$ cat src/rtl/request_scheduler_if.sv
// Bus between the button/car side and request_scheduler.
// Carries the raw button levels, car position and door/arrival status in one
// direction, and the latched calls plus direction/stop decisions in the other.
interface request_scheduler_if #(
  parameter int FLOORS = 4,
  parameter int POS_W  = 2
);
  // Signalling contract: there is no valid/ready handshake on this bus.
  // Buttons, position and door_open are levels sampled on every rising clock
  // edge; arrive is a single-cycle pulse; every output is a register that the
  // consumer may sample on any rising edge.
  logic [FLOORS-1:0] btn_up;
  logic [FLOORS-1:0] btn_down;
  logic [FLOORS-1:0] btn_in;
  logic [POS_W-1:0]  position;
  logic              arrive;
  logic              door_open;
  logic [FLOORS-1:0] req_up;
  logic [FLOORS-1:0] req_down;
  logic [FLOORS-1:0] req_in;
  logic [1:0]        dir;
  logic              stop_here;
  logic              pending;

  // Button panel / car controller side
  modport master (
    output btn_up, btn_down, btn_in, position, arrive, door_open,
    input  req_up, req_down, req_in, dir, stop_here, pending
  );

  // Scheduler side
  modport slave (
    input  btn_up, btn_down, btn_in, position, arrive, door_open,
    output req_up, req_down, req_in, dir, stop_here, pending
  );
endinterface

$ cat src/rtl/request_scheduler.sv
// request_scheduler: latches hall-up, hall-down and car calls, clears them when
// served at an open door, and runs the IDLE/UP/DOWN direction state machine.
// The dir output is the state register itself.
// Optional feature macro: REQUEST_SCHEDULER_CANCEL_EN -- a fresh press of an
// already latched car call cancels it (service at the door still wins).
module request_scheduler #(
  parameter int FLOORS = 4,
  parameter int POS_W  = 2
) (
  input  logic               clk,
  input  logic               reset,
  request_scheduler_if.slave bus
);

  typedef enum logic [1:0] {
    IDLE = 2'b00,
    UP   = 2'b01,
    DOWN = 2'b10
  } dir_t;

  localparam logic [POS_W:0]    FLOOR_CNT = (POS_W+1)'(FLOORS);
  // No hall-up button on the top floor, no hall-down button on the bottom floor.
  localparam logic [FLOORS-1:0] UP_OK     = {1'b0, {(FLOORS-1){1'b1}}};
  localparam logic [FLOORS-1:0] DOWN_OK   = {{(FLOORS-1){1'b1}}, 1'b0};

  logic [FLOORS-1:0] up_q, up_prev, down_q, down_prev, in_q, in_prev;
  logic [FLOORS-1:0] req_up_r, req_down_r, req_in_r;
  logic [FLOORS-1:0] req_up_n, req_down_n, req_in_n;
  logic [FLOORS-1:0] rise_up, rise_down, rise_in;
  logic [FLOORS-1:0] clr_up, clr_down, clr_in, cancel_in;
  logic [FLOORS-1:0] pos_hot, above_mask, below_mask, all_req;
  logic              pos_ok, serve;
  logic              above, below, here;
  logic              here_up, here_down, here_in;
  logic              stop_r, stop_n, pending_r;
  dir_t              dir_r, dir_n;

  // Button history: first stage samples the raw level, second holds the previous sample
  always_ff @(posedge clk or posedge reset) begin
    if (reset) begin
      up_q      <= '0;
      up_prev   <= '0;
      down_q    <= '0;
      down_prev <= '0;
      in_q      <= '0;
      in_prev   <= '0;
    end else begin
      up_q      <= bus.btn_up;
      up_prev   <= up_q;
      down_q    <= bus.btn_down;
      down_prev <= down_q;
      in_q      <= bus.btn_in;
      in_prev   <= in_q;
    end
  end

  // Floor decode: one-hot of the current floor and masks of floors above/below it
  always_comb begin
    pos_ok     = {1'b0, bus.position} < FLOOR_CNT;
    pos_hot    = '0;
    above_mask = '0;
    below_mask = '0;
    for (int i = 0; i < FLOORS; i++) begin
      pos_hot[i]    = pos_ok && (POS_W'(i) == bus.position);
      above_mask[i] = pos_ok && (POS_W'(i) > bus.position);
      below_mask[i] = pos_ok && (POS_W'(i) < bus.position);
    end
  end

  // Request summaries and per-floor service/set terms
  always_comb begin
    all_req   = req_up_r | req_down_r | req_in_r;
    above     = |(all_req & above_mask);
    below     = |(all_req & below_mask);
    here      = |(all_req & pos_hot);
    here_up   = |(req_up_r & pos_hot);
    here_down = |(req_down_r & pos_hot);
    here_in   = |(req_in_r & pos_hot);

    rise_up   = up_q & ~up_prev & UP_OK;
    rise_down = down_q & ~down_prev & DOWN_OK;
    rise_in   = in_q & ~in_prev;

    // Calls at an open door are served; hall calls only in the travel direction
    serve     = bus.door_open && pos_ok;
    clr_in    = serve ? pos_hot : '0;
    clr_up    = (serve && dir_r != DOWN) ? pos_hot : '0;
    clr_down  = (serve && dir_r != UP) ? pos_hot : '0;

`ifdef REQUEST_SCHEDULER_CANCEL_EN
    cancel_in = rise_in & req_in_r;
`else
    cancel_in = '0;
`endif

    // Clear is applied last so that service beats a same-cycle press
    req_up_n   = (req_up_r | rise_up) & ~clr_up;
    req_down_n = (req_down_r | rise_down) & ~clr_down;
    req_in_n   = (req_in_r | rise_in) & ~cancel_in & ~clr_in;
  end

  // Direction next-state and stop decision
  always_comb begin
    dir_n  = dir_r;
    stop_n = 1'b0;
    if (pos_ok && (bus.arrive || dir_r == IDLE)) begin
      case (dir_r)
        IDLE:    dir_n = above ? UP : (below ? DOWN : IDLE);
        UP:      dir_n = above ? UP : (below ? DOWN : IDLE);
        DOWN:    dir_n = below ? DOWN : (above ? UP : IDLE);
        default: dir_n = IDLE;
      endcase
    end
    if (pos_ok) begin
      case (dir_r)
        UP:      stop_n = here_in || here_up || (!above && here_down);
        DOWN:    stop_n = here_in || here_down || (!below && here_up);
        default: stop_n = here;
      endcase
    end
  end

  // Request latches, direction state and registered status outputs
  always_ff @(posedge clk or posedge reset) begin
    if (reset) begin
      req_up_r   <= '0;
      req_down_r <= '0;
      req_in_r   <= '0;
      dir_r      <= IDLE;
      stop_r     <= 1'b0;
      pending_r  <= 1'b0;
    end else begin
      req_up_r   <= req_up_n;
      req_down_r <= req_down_n;
      req_in_r   <= req_in_n;
      dir_r      <= dir_n;
      stop_r     <= stop_n;
      pending_r  <= |all_req;
    end
  end

  assign bus.req_up    = req_up_r;
  assign bus.req_down  = req_down_r;
  assign bus.req_in    = req_in_r;
  assign bus.dir       = dir_r;
  assign bus.stop_here = stop_r;
  assign bus.pending   = pending_r;

endmodule
$ cat src/flat_wrapper.sv
// flat-port wrapper written by rule: the top's interface ports become plain ports
module request_scheduler_flat 
#(
  parameter int FLOORS = 4,
  parameter int POS_W  = 2
)
  (clk, reset, bus_btn_up, bus_btn_down, bus_btn_in, bus_position, bus_arrive, bus_door_open, bus_req_up, bus_req_down, bus_req_in, bus_dir, bus_stop_here, bus_pending);
  request_scheduler_if #(.FLOORS(FLOORS), .POS_W(POS_W)) bus_i ();
  input  logic clk;
  input  logic reset;
  input wire logic [$bits(bus_i.btn_up)-1:0] bus_btn_up;
  input wire logic [$bits(bus_i.btn_down)-1:0] bus_btn_down;
  input wire logic [$bits(bus_i.btn_in)-1:0] bus_btn_in;
  input wire logic [$bits(bus_i.position)-1:0] bus_position;
  input wire logic [$bits(bus_i.arrive)-1:0] bus_arrive;
  input wire logic [$bits(bus_i.door_open)-1:0] bus_door_open;
  output wire logic [$bits(bus_i.req_up)-1:0] bus_req_up;
  output wire logic [$bits(bus_i.req_down)-1:0] bus_req_down;
  output wire logic [$bits(bus_i.req_in)-1:0] bus_req_in;
  output wire logic [$bits(bus_i.dir)-1:0] bus_dir;
  output wire logic [$bits(bus_i.stop_here)-1:0] bus_stop_here;
  output wire logic [$bits(bus_i.pending)-1:0] bus_pending;
  assign bus_i.btn_up = bus_btn_up;
  assign bus_i.btn_down = bus_btn_down;
  assign bus_i.btn_in = bus_btn_in;
  assign bus_i.position = bus_position;
  assign bus_i.arrive = bus_arrive;
  assign bus_i.door_open = bus_door_open;
  assign bus_req_up = bus_i.req_up;
  assign bus_req_down = bus_i.req_down;
  assign bus_req_in = bus_i.req_in;
  assign bus_dir = bus_i.dir;
  assign bus_stop_here = bus_i.stop_here;
  assign bus_pending = bus_i.pending;
  request_scheduler #(.FLOORS(FLOORS), .POS_W(POS_W)) u_core (.clk(clk), .reset(reset), .bus(bus_i));
endmodule
$ cat config.mk
export PLATFORM = sky130hd
export DESIGN_NAME = request_scheduler_flat
export DESIGN_NICKNAME = d
export VERILOG_FILES = /design/src/rtl/request_scheduler_if.sv /design/src/rtl/request_scheduler.sv /design/src/flat_wrapper.sv
export SDC_FILE = /design/constraint.sdc
export NUM_CORES = 1
export LEC_CHECK = 0
export ABC_AREA = 1
export CAP_MARGIN = 20
export CORE_MARGIN = 2
export CORE_UTILIZATION = 53
export CTS_CLUSTER_DIAMETER = 40
export DETAILED_ROUTE_END_ITERATION = 10
export PLACE_DENSITY = 0.9
export REMOVE_ABC_BUFFERS = 1
export SLEW_MARGIN = 20
export SYNTH_ARGS = -nofsm -noshare
export SYNTH_HDL_FRONTEND = slang
export SYNTH_SLANG_ARGS = --single-unit
$ cat constraint.sdc
create_clock -name clk -period 3.75 [get_ports clk]
set_clock_uncertainty 0.15 [all_clocks]
set_input_delay 0.5625 -clock clk [delete_from_list [all_inputs] [get_ports clk]]
set_output_delay 0.5625 -clock clk [all_outputs]
set_load 0.005 [all_outputs]
# Word level (Yosys, flattened, before mapping)
# Index checks and enable logic that the tools add are counted.
[totals]
reg_bits = 38
input_bits = 18
[classes]
magnitude_cmp = 8
n_eq_ne = 7
n_mux = 9
n_bitwise = 23
n_reduce_logical = 21
[ops]
columns = ["operator", "n"]
rows = [
  ["4-bit AND", 11],
  ["4-bit OR reduction", 7],
  ["4-bit NOT", 5],
  ["4-bit OR", 4],
  ["4-bit 2-to-1 mux", 3],
  ["2-bit 2-to-1 mux", 3],
  ["1-bit logical OR", 5],
  ["2-bit == test, first input constant", 2],
  ["1-bit by 2-bit greater-than comparator with 1-bit output, first input constant", 2],
  ["2-bit greater-than comparator, first input constant", 2],
  ["1-bit logical AND", 4],
  ["2-bit zero test", 2],
  ["1-bit by 2-bit less-than comparator with 1-bit output, first input constant", 2],
  ["2-bit less-than comparator, first input constant", 2],
  ["4-bit by 3-bit OR with 4-bit output", 1],
  ["2-bit case mux with 2 select lines", 1],
  ["3-bit AND", 1],
  ["3-bit NOT", 1],
  ["1-bit by 2-bit == test with 1-bit output, first input constant", 1],
  ["2-bit by 1-bit == test with 1-bit output, second input constant", 1],
  ["2-bit == test, second input constant", 1],
  ["1-bit zero test", 2],
  ["2-bit by 1-bit inequality test with 1-bit output, second input constant", 1],
  ["2-bit inequality test, second input constant", 1],
  ["3 further kinds", 3],
]

# Logic depth before layout (Yosys ltp)
# Gate-level depths: netlist of run 1.
[logic_depth]
ltp_word = 8
mapped_depth = 10
mapped_depth_nobuf = 9

# Least setup slack after synthesis of run 1
# No wires, ideal clock.
[synth_path]
path_kind = "input to register"
from = "input bus_position[0]"
to = "register u_core.stop_r, in the netlist u_core.bus.stop_here"
setup_ns = 0.073
t_arrival_ns = 1.305
setup_slack_ns = 2.222
stages = 8
n_path_buf = 1
path_cell_list = "buf_6 -> nor2_4 -> inv_2 -> nand2_2 -> nand4_1 -> nor2_1 -> nor2_2 -> a21oi_2"
[synth_via]
elab_chain_len = 7
elab_cells_between_ends = 33
classes_between = "8 x order compare; 3 x eq/ne; 1 x mux; 6 x bitwise; 15 x reduce/logical"
[synth_rtl]
columns = ["element", "line_no", "text"]
rows = [
  ["start: declaration", "flat_wrapper.sv:14", "input wire logic [$bits(bus_i.position)-1:0] bus_position;"],
  ["1-bit by 2-bit less-than comparator with 1-bit output (tied with other cells)", "request_scheduler.sv:66", "below_mask[i] = pos_ok && (POS_W'(i) < bus.position);"],
  ["4-bit AND (on tied branches)", "request_scheduler.sv:74, request_scheduler.sv:73", ""],
  ["4-bit OR reduction (on tied branches)", "request_scheduler.sv:74, request_scheduler.sv:73", ""],
  ["1-bit zero test (on tied branches)", "request_scheduler.sv:117, request_scheduler.sv:116", ""],
  ["1-bit logical AND (on tied branches)", "request_scheduler.sv:117, request_scheduler.sv:116", ""],
  ["1-bit logical OR (on tied branches)", "request_scheduler.sv:117, request_scheduler.sv:116", ""],
  ["1-bit case mux with 2 select lines (*)", "request_scheduler.sv:115", "case (dir_r)"],
  ["named net u_core.stop_n", "request_scheduler.sv:35", "logic stop_r, stop_n, pending_r;"],
  ["end signal: assignment", "request_scheduler.sv:137", "stop_r <= stop_n;"],
  ["end: declaration", "request_scheduler.sv:35", ""],
]
# Mark *: on every way through the listed nets, which the timed path passes. The rest lies on a longest branch.
# A chain may end at the register's enable or synchronous reset.

# Final worst setup path of run 1
# Ends and elaborated chain as after synthesis.

==> metrics.md, run 1 <==
| Metric | Value |
|---|---|
| Vias | `between 1,000 and 1,500` |
| DP Cell Count | `approximately 230` |
| Post-Syn Instances | `roughly 170` |
| Final Hold Fails | `0` |
| Seq cells post-synth | `36` |
| CP dominant cell by count | `inv_2` |
| Slew at the pin closest to its max-slew limit | `between 500 and 600 ps` |
| Overflow after GRT | `0` |
| Wire length of the first global-routing pass | `between 5000 and 6000 microns` |
| Max clock buf depth | `2` |
| Ant. Diodes | `0` |
| Die Y | `around 60 microns` |
| Area contributors post-synth | `dfrtp_1, nand2_1, inv_1` |
| CTS resizes | `0` |
| Period minus WS final | `2100 ps` |
| Post-CTS setup buffers | `0` |
| Number of global-route vias before repair | `approximately 1,200` |
| Top cell type's share of synthesized area | `56.7%` |
| Slew headroom | `roughly three fifths` |
| LEAKAGE | `roughly 0.00099 uW` |
| Sequential fraction of the synthesis area | `between 50% and 60%` |
| Place WS | `between 1000 and 1500 ps` |
| # rows | `19` |
| Hold Buf Count CTS | `0` |
| Die Span X | `slightly below 60 microns` |
| Final WS setup | `1650 ps` |
| Die area | `between 0.003 and 0.004 sq mm` |
| Htree depth | `2` |
| Final worst-path cycle share | `about 56%` |
| Share of layout cells above drive strength 1 | `13.7%` |
| Non-Filler Instances | `between 200 and 250` |
| Worst path required time | `around 3900 ps` |
| Largest net degree at the start of global routing | `37` |
| Synth cell types | `22` |
| MaxCap Viol Count | `0` |
| Hpwl dp | `2310 microns` |
| Peak VDD IR | `about 0.34 mV` |
| Worst path arrival time | `2230 ps` |
| Synth async-reset ratio | `between 90% and 100%` |
| Core area | `approximately 0.0028 sq mm` |
| Drt total wl | `between 3000 and 4000 microns` |
| Num CTS Buffers | `5` |
| Failing checks | `design-rule violations` |
| Fin nets | `232` |
| Warning count from the yosys run | `0` |
| Number of port buffers | `31` |
| Routability congestion estimate | `0.946` |
| Post-route ant nets | `0` |
| Total GRT Usage | `21.6%` |
| Largest stage delay, worst path | `approximately 840 ps` |
| Syn Std Cell Area | `0.00159 sq mm` |
| Setup tns final | `0 ps` |
| Root buffer cell | `clkbuf_4` |
| Starting Density | `between 50 and 60%` |
| Initial DRT Pass Iterations | `7` |
| Hold WC Path Type | `flop to flop` |
| CTS tree | `built` |
| Startpoint types | `input pin` |
| Post-Syn Area per Cell | `9.18 sq um` |
| Post-route DRC | `4` |
| I/O pin count | `34` |
| Clock sinks | `36` |
| Most numerous cell in the Yosys netlist | `dfrtp_1` |
| Run status | `finished with violations` |
| Fmax | `between 400 and 500 MHz` |
| Top post-synthesis cells by count | `dfrtp_1, nand2_1, inv_1` |
| Slowest CP cell | `clkdlybuf4s50_1` |
| RSZ-0062 raised after global routing | `false` |
| Initial antenna violation count | `0` |
| First DRT Iteration DRCs | `between 50 and 60` |
| Post-synth EDFFs | `0` |
| Crit path kind | `input pin to flop` |
| Max Fanout on Critical Path | `10` |
| Crit-path cells | `clkdlybuf4s50_1, inv_2, nor2_1, inv_2, o21ai_0, nor3_1, a21oi_2` |
| Dominant cell type by area after synthesis | `dfrtp_1` |
| Clock-pin slew on the worst setup and hold paths | `between 100 and 150 ps` |
| Worst-Skew Late Latency | `about 340 ps` |
| Most used flip-flop cell after synthesis | `dfrtp_1` |
| DR vias/cell | `about 5` |
| Max-slew violations | `0` |
| Bufs and invs on worst path | `3` |
| Worst path top cell family by delay | `buffers and inverters` |
| Pwr/cell area | `between 500 and 600 mW/mm^2` |
| Area growth, synth to finish | `25.0%` |
| Final setup viols | `0` |
| Routed len/inst | `12.9 microns` |
| Setup crit end kind | `flop` |
==> cell type report <==
class / instances / area [sq um]
Sequential cell: 36 / 901
Fill cell: 224 / 821
Multi-Input combinational cell: 100 / 528
Timing Repair Buffer: 32 / 318
Inverter: 35 / 136
Clock buffer: 7 / 55.1
Tap cell: 31 / 38.8
Clock inverter: 1 / 7.51
==> metal layers <==
metal | GRT usage [%] | up-vias | routed length (microns)
li1 | - | 608 | -
met1 | 26.4 | 565 | 1320
met2 | 37.1 | 34 | 1600
met3 | 5.49 | 7 | 138
met4 | 7.79 | 0 | 57
met5 | 0 | - | 0
==> cells by family (layout without fill, tap and decap cells) <==
group                    count (synthesis)  in the layout  synth area share, %
buffers and inverters                   37             75                 10.0
adder cells (fa/ha/maj)                  4              4                 3.15
AO/OA/AOI/OAI                           25             25                 8.67
AND/OR/NAND/NOR                         71             71                 21.4
flip-flops                              36             36                 56.7
==> flip-flops by register name (all words and copies together) (netlist names) <==
name and flops:
u_core.bus.dir 2, u_core.down_q 3, u_core.in_prev 4, u_core.up_q 3, u_core.in_q 4, u_core.down_prev 3
u_core.bus.pending 1, u_core.bus.stop_here 1, u_core.bus.req_down 4, u_core.bus.req_up 4, u_core.up_prev 3, u_core.bus.req_in 4
==> per-stage QoR <==
| stage | total power [uW] | hold WS (ps) | util [%] | instance area [sq um] |
|---|---|---|---|---|
| final | 1020 | 235 | 70.7 | 1980 |
| after floorplan | 659 | 204 | - | 1570 |
| after CTS | 1020 | 239 | 70.7 | 1980 |
| after global routing | 1090 | 258 | 70.7 | 1980 |
| after detailed placement | 803 | 214 | 68.5 | 1920 |
| after global placement | 791 | 207 | 68.5 | 1920 |
==> layout by cell type, fill, tap and decap left out <==
| cell | n |
|---|---|
| nand2_1 | 30 |
| inv_1 | 28 |
| o22ai_1 | 3 |
| buf_4 | 1 |
| nand4_1 | 1 |
| nor3_1 | 1 |
| nand3_2 | 2 |
| clkbuf_8 | 1 |
| clkdlybuf4s50_1 | 31 |
| nor2_4 | 2 |
| and2_1 | 1 |
| a21boi_0 | 2 |
| clkbuf_4 | 5 |
| nand2_2 | 3 |
| inv_2 | 6 |
| nor2_1 | 15 |
| nand3_1 | 10 |
| ha_1 | 4 |
| nand2_4 | 1 |
| o21ai_0 | 9 |
| inv_6 | 1 |
| nor2_2 | 5 |
| a21oi_1 | 10 |
| dfrtp_1 | 36 |
| clkinvlp_4 | 1 |
| clkbuf_1 | 1 |
| a21oi_2 | 1 |
==> where the power goes <==
group          switching (uW)  leakage (uW)  internal [uW]
clock network             129     0.0000315           91.8
logic                     161      0.000545            157
registers                42.2      0.000413            438
==> path summary, 6_finish.rpt <==
| path | from | end | slack (ps) | cells past startpoint |
|---|---|---|---|---|
| worst max-delay path | bus_position[0] | u_core.bus.stop_here | 1650 | 7 |
| worst min-delay path | u_core.in_q[1] | u_core.in_prev[1] | 230 | 0 |
| worst max register to register | u_core.bus.dir[1] | u_core.bus.req_down[0] | 2200 | 4 |
| worst min register to register | u_core.in_q[1] | u_core.in_prev[1] | 230 | 0 |
| max in group asynchronous | reset | u_core.bus.req_up[0] | 2690 | 3 |
| min in group asynchronous | reset | u_core.bus.req_up[2] | 460 | 3 |
No activity file was read; power rests on OpenSTA's default activity.
==> inputs of run 2 (changes only) <==
Settings changed: CORE_UTILIZATION 53 to 45, PLACE_DENSITY 0.9 to 0.82.
Clock period 3.75 ns to 1.91 ns, I/O delays scaled along.
==> run 2 against run 1 <==
Effect of this change:
- the flow now finishes without violations
- clock-buffer cell count did not move
- clock power rose by 93%
- cell count rose by 7.4%
- critical endpoint is now bus_req_up[1]
- core utilization fell by 9.8 points
- total power rose by 95%
- combinational power rose by 96%
==> metrics.md, run 2 (synthesized netlist as in run 1, its figures left out) <==
| Metric | Value |
|---|---|
| Ant. Diodes | `0 (unchanged)` |
| Global Route met2 Usage | `28.8% (was 37.1%)` |
| Grt met3 use | `5.54% (was 5.49%)` |
| CTS resizes | `0 (unchanged)` |
| Setup tns final | `0 ps (unchanged)` |
| Overflow after GRT | `0 (unchanged)` |
| Die Y | `63.4 microns (was 58.7 microns)` |
| Final setup viols | `0 (unchanged)` |
| Bufs and invs on worst path | `1 (was 3)` |
| DP Cell Count | `252 (was 234)` |
| Grt peak-use layer | `met2 (unchanged)` |
| Worst path arrival time | `1290 ps (was 2230 ps)` |
| Crit path kind | `flop to primary output (was input pin to flop)` |
| Clock-pin slew on the worst setup and hold paths | `110 ps (about the same)` |
| Fmax | `slightly below 600 MHz` |
| Setup crit end kind | `primary output (was flop)` |
| Max clock buf depth | `2 (unchanged)` |
| RSZ-0062 raised after global routing | `false (unchanged)` |
| Post-route ant nets | `0 (unchanged)` |
| Peak VDD IR | `0.557 mV (was 0.340 mV)` |
| Starting Density | `47.2% (was 56.6%)` |
| Period minus WS final | `around 1700 ps` |
| MaxCap Viol Count | `0 (unchanged)` |
| CTS tree | `built (unchanged)` |
| Most frequent cells in the layout | `dfrtp_1, clkdlybuf4s50_1, nand2_1 (unchanged)` |
| Hpwl dp | `2380 microns (was 2310 microns)` |
| Fin nets | `235 (was 232)` |
| Filler instances | `312 (was 224)` |
| Initial DRT Pass Iterations | `4 (was 7)` |
| Largest stage delay, worst path | `530 ps (was 840 ps)` |
| Largest net degree at the start of global routing | `37 (unchanged)` |
| Clock sinks | `36 (unchanged)` |
| Slew headroom | `71.6% (was 60.8%)` |
| Die Span X | `63.4 microns (was 58.7 microns)` |
| Startpoint types | `flop (was input pin)` |
| Area growth, synth to finish | `29.2% (was 25.0%)` |
| Number of global-route vias before repair | `1,183 (was 1,224)` |
| Vias | `1,211 (was 1,214)` |
| Number of port buffers | `31 (unchanged)` |
| DP Area | `0.00199 sq mm (was 0.00192 sq mm)` |
| Die area | `0.00402 sq mm (was 0.00345 sq mm)` |
| Root buffer cell | `clkbuf_4 (unchanged)` |
| Worst path top cell family by delay | `buffers and inverters (unchanged)` |
| Crit-path cells | `clkdlybuf4s50_1 (was clkdlybuf4s50_1, inv_2, nor2_1, inv_2, o21ai_0, nor3_1, a21oi_2)` |
| Final Hold Fails | `0 (unchanged)` |
| Slew at the pin closest to its max-slew limit | `426 ps (was 586 ps)` |
| Non-Filler Instances | `260 (was 242)` |
| Worst path required time | `1470 ps (was 3880 ps)` |
| Drt total wl | `3090 microns (was 3120 microns)` |
| Leading cell type in the layout, fill and taps excluded | `dfrtp_1 (unchanged)` |
| Run status | `completed (was finished with violations)` |
| Max Fanout on Critical Path | `4 (was 10)` |
| # rows | `21 (was 19)` |
| Total GRT Usage | `17.7% (was 21.6%)` |
| Post-CTS setup buffers | `0 (unchanged)` |
| DR vias/cell | `4.66 (was 5.02)` |
| Final worst-path cycle share | `approximately 91%` |
| Hold WC Path Type | `input pin to asynchronous set/reset pin (was flop to flop)` |
| First DRT Iteration DRCs | `33 (was 59)` |
| Max-slew violations | `0 (unchanged)` |
| Core area | `0.00336 sq mm (was 0.00281 sq mm)` |
| Finished layout cell area | `0.00205 sq mm (was 0.00198 sq mm)` |
| Hold Buf Count CTS | `0 (unchanged)` |
| Pwr/cell area | `971 mW/mm^2 (was 514 mW/mm^2)` |
| Wire length of the first global-routing pass | `5350 microns (was 5470 microns)` |
| Post-route DRC | `0 (was 4)` |
| Initial antenna violation count | `0 (unchanged)` |
| Tot Pwr | `1990 uW (was 1020 uW)` |
| Htree depth | `2 (unchanged)` |
| Worst-Skew Late Latency | `340 ps (about the same)` |
| LEAKAGE | `0.00101 uW (was 0.000989 uW)` |
| Slowest CP cell | `clkdlybuf4s50_1 (unchanged)` |
| Routed len/inst | `11.9 microns (was 12.9 microns)` |
| Grt met1 use | `22.2% (was 26.4%)` |
| Post-layout util | `61.0% (was 70.7%)` |
| Routability congestion estimate | `0.884 (was 0.946)` |
| I/O pin count | `34 (unchanged)` |
| Num CTS Buffers | `5 (unchanged)` |
| Share of layout cells above drive strength 1 | `15.0% (was 13.7%)` |
run 2: per-layer routing:
| metal | vias to the layer above | share of wire (%) |
|---|---|---|
| met3 | 7 | 4.9 |
| met4 | 0 | 1.6 |
| met2 | 26 | 50 |
| li1 | 612 | - |
| met1 | 566 | 44 |
| met5 | - | 0 |
run 2: area by class of cell:
class                           count  area (sq um)  share of cell area (%)
Clock inverter                      1          7.51                   0.366
Inverter                           35           136                    6.65
Multi-Input combinational cell    100           528                    25.7
Timing Repair Buffer               35           365                    17.8
Clock buffer                        7          55.1                    2.68
Sequential cell                    36           901                    43.9
Tap cell                           46          57.6                    2.81
run 2: path summary, 6_finish.rpt:
| path | slack (ps) | cells past startpoint | endpoint | startpoint |
|---|---|---|---|---|
| setup / recovery | 180 | 1 | bus_req_up[1] | u_core.bus.req_up[1] |
| hold / removal | 170 | 3 | u_core.bus.req_in[2] | reset |
| setup reg to reg | 380 | 6 | u_core.bus.req_up[0] | u_core.bus.dir[0] |
| hold reg to reg | 230 | 0 | u_core.in_prev[2] | u_core.in_q[2] |
| max in group asynchronous | 1120 | 3 | u_core.bus.dir[0] | reset |
| min in group clk | 220 | 1 | u_core.up_q[1] | bus_btn_up[1] |
run 2: power breakdown:
part	total (uW)	internal [uW]	switching [uW]
clock	426	180	246
sequential	939	859	80.4
combinational	625	319	306
run 2: stage by stage:
step                      hold slack, ps  setup slack [ps]
after detailed placement             209              41.6
after global routing                 205               129
after global placement               208              30.2
after CTS                            186               164
after floorplan                      168               622
final                                171               179
==> inputs of run 3 (changes only) <==
Settings changed: CTS_CLUSTER_SIZE set to 40.
==> results of run 3 <==
The final DEF is identical to that of run 2; final timing and power are the same.
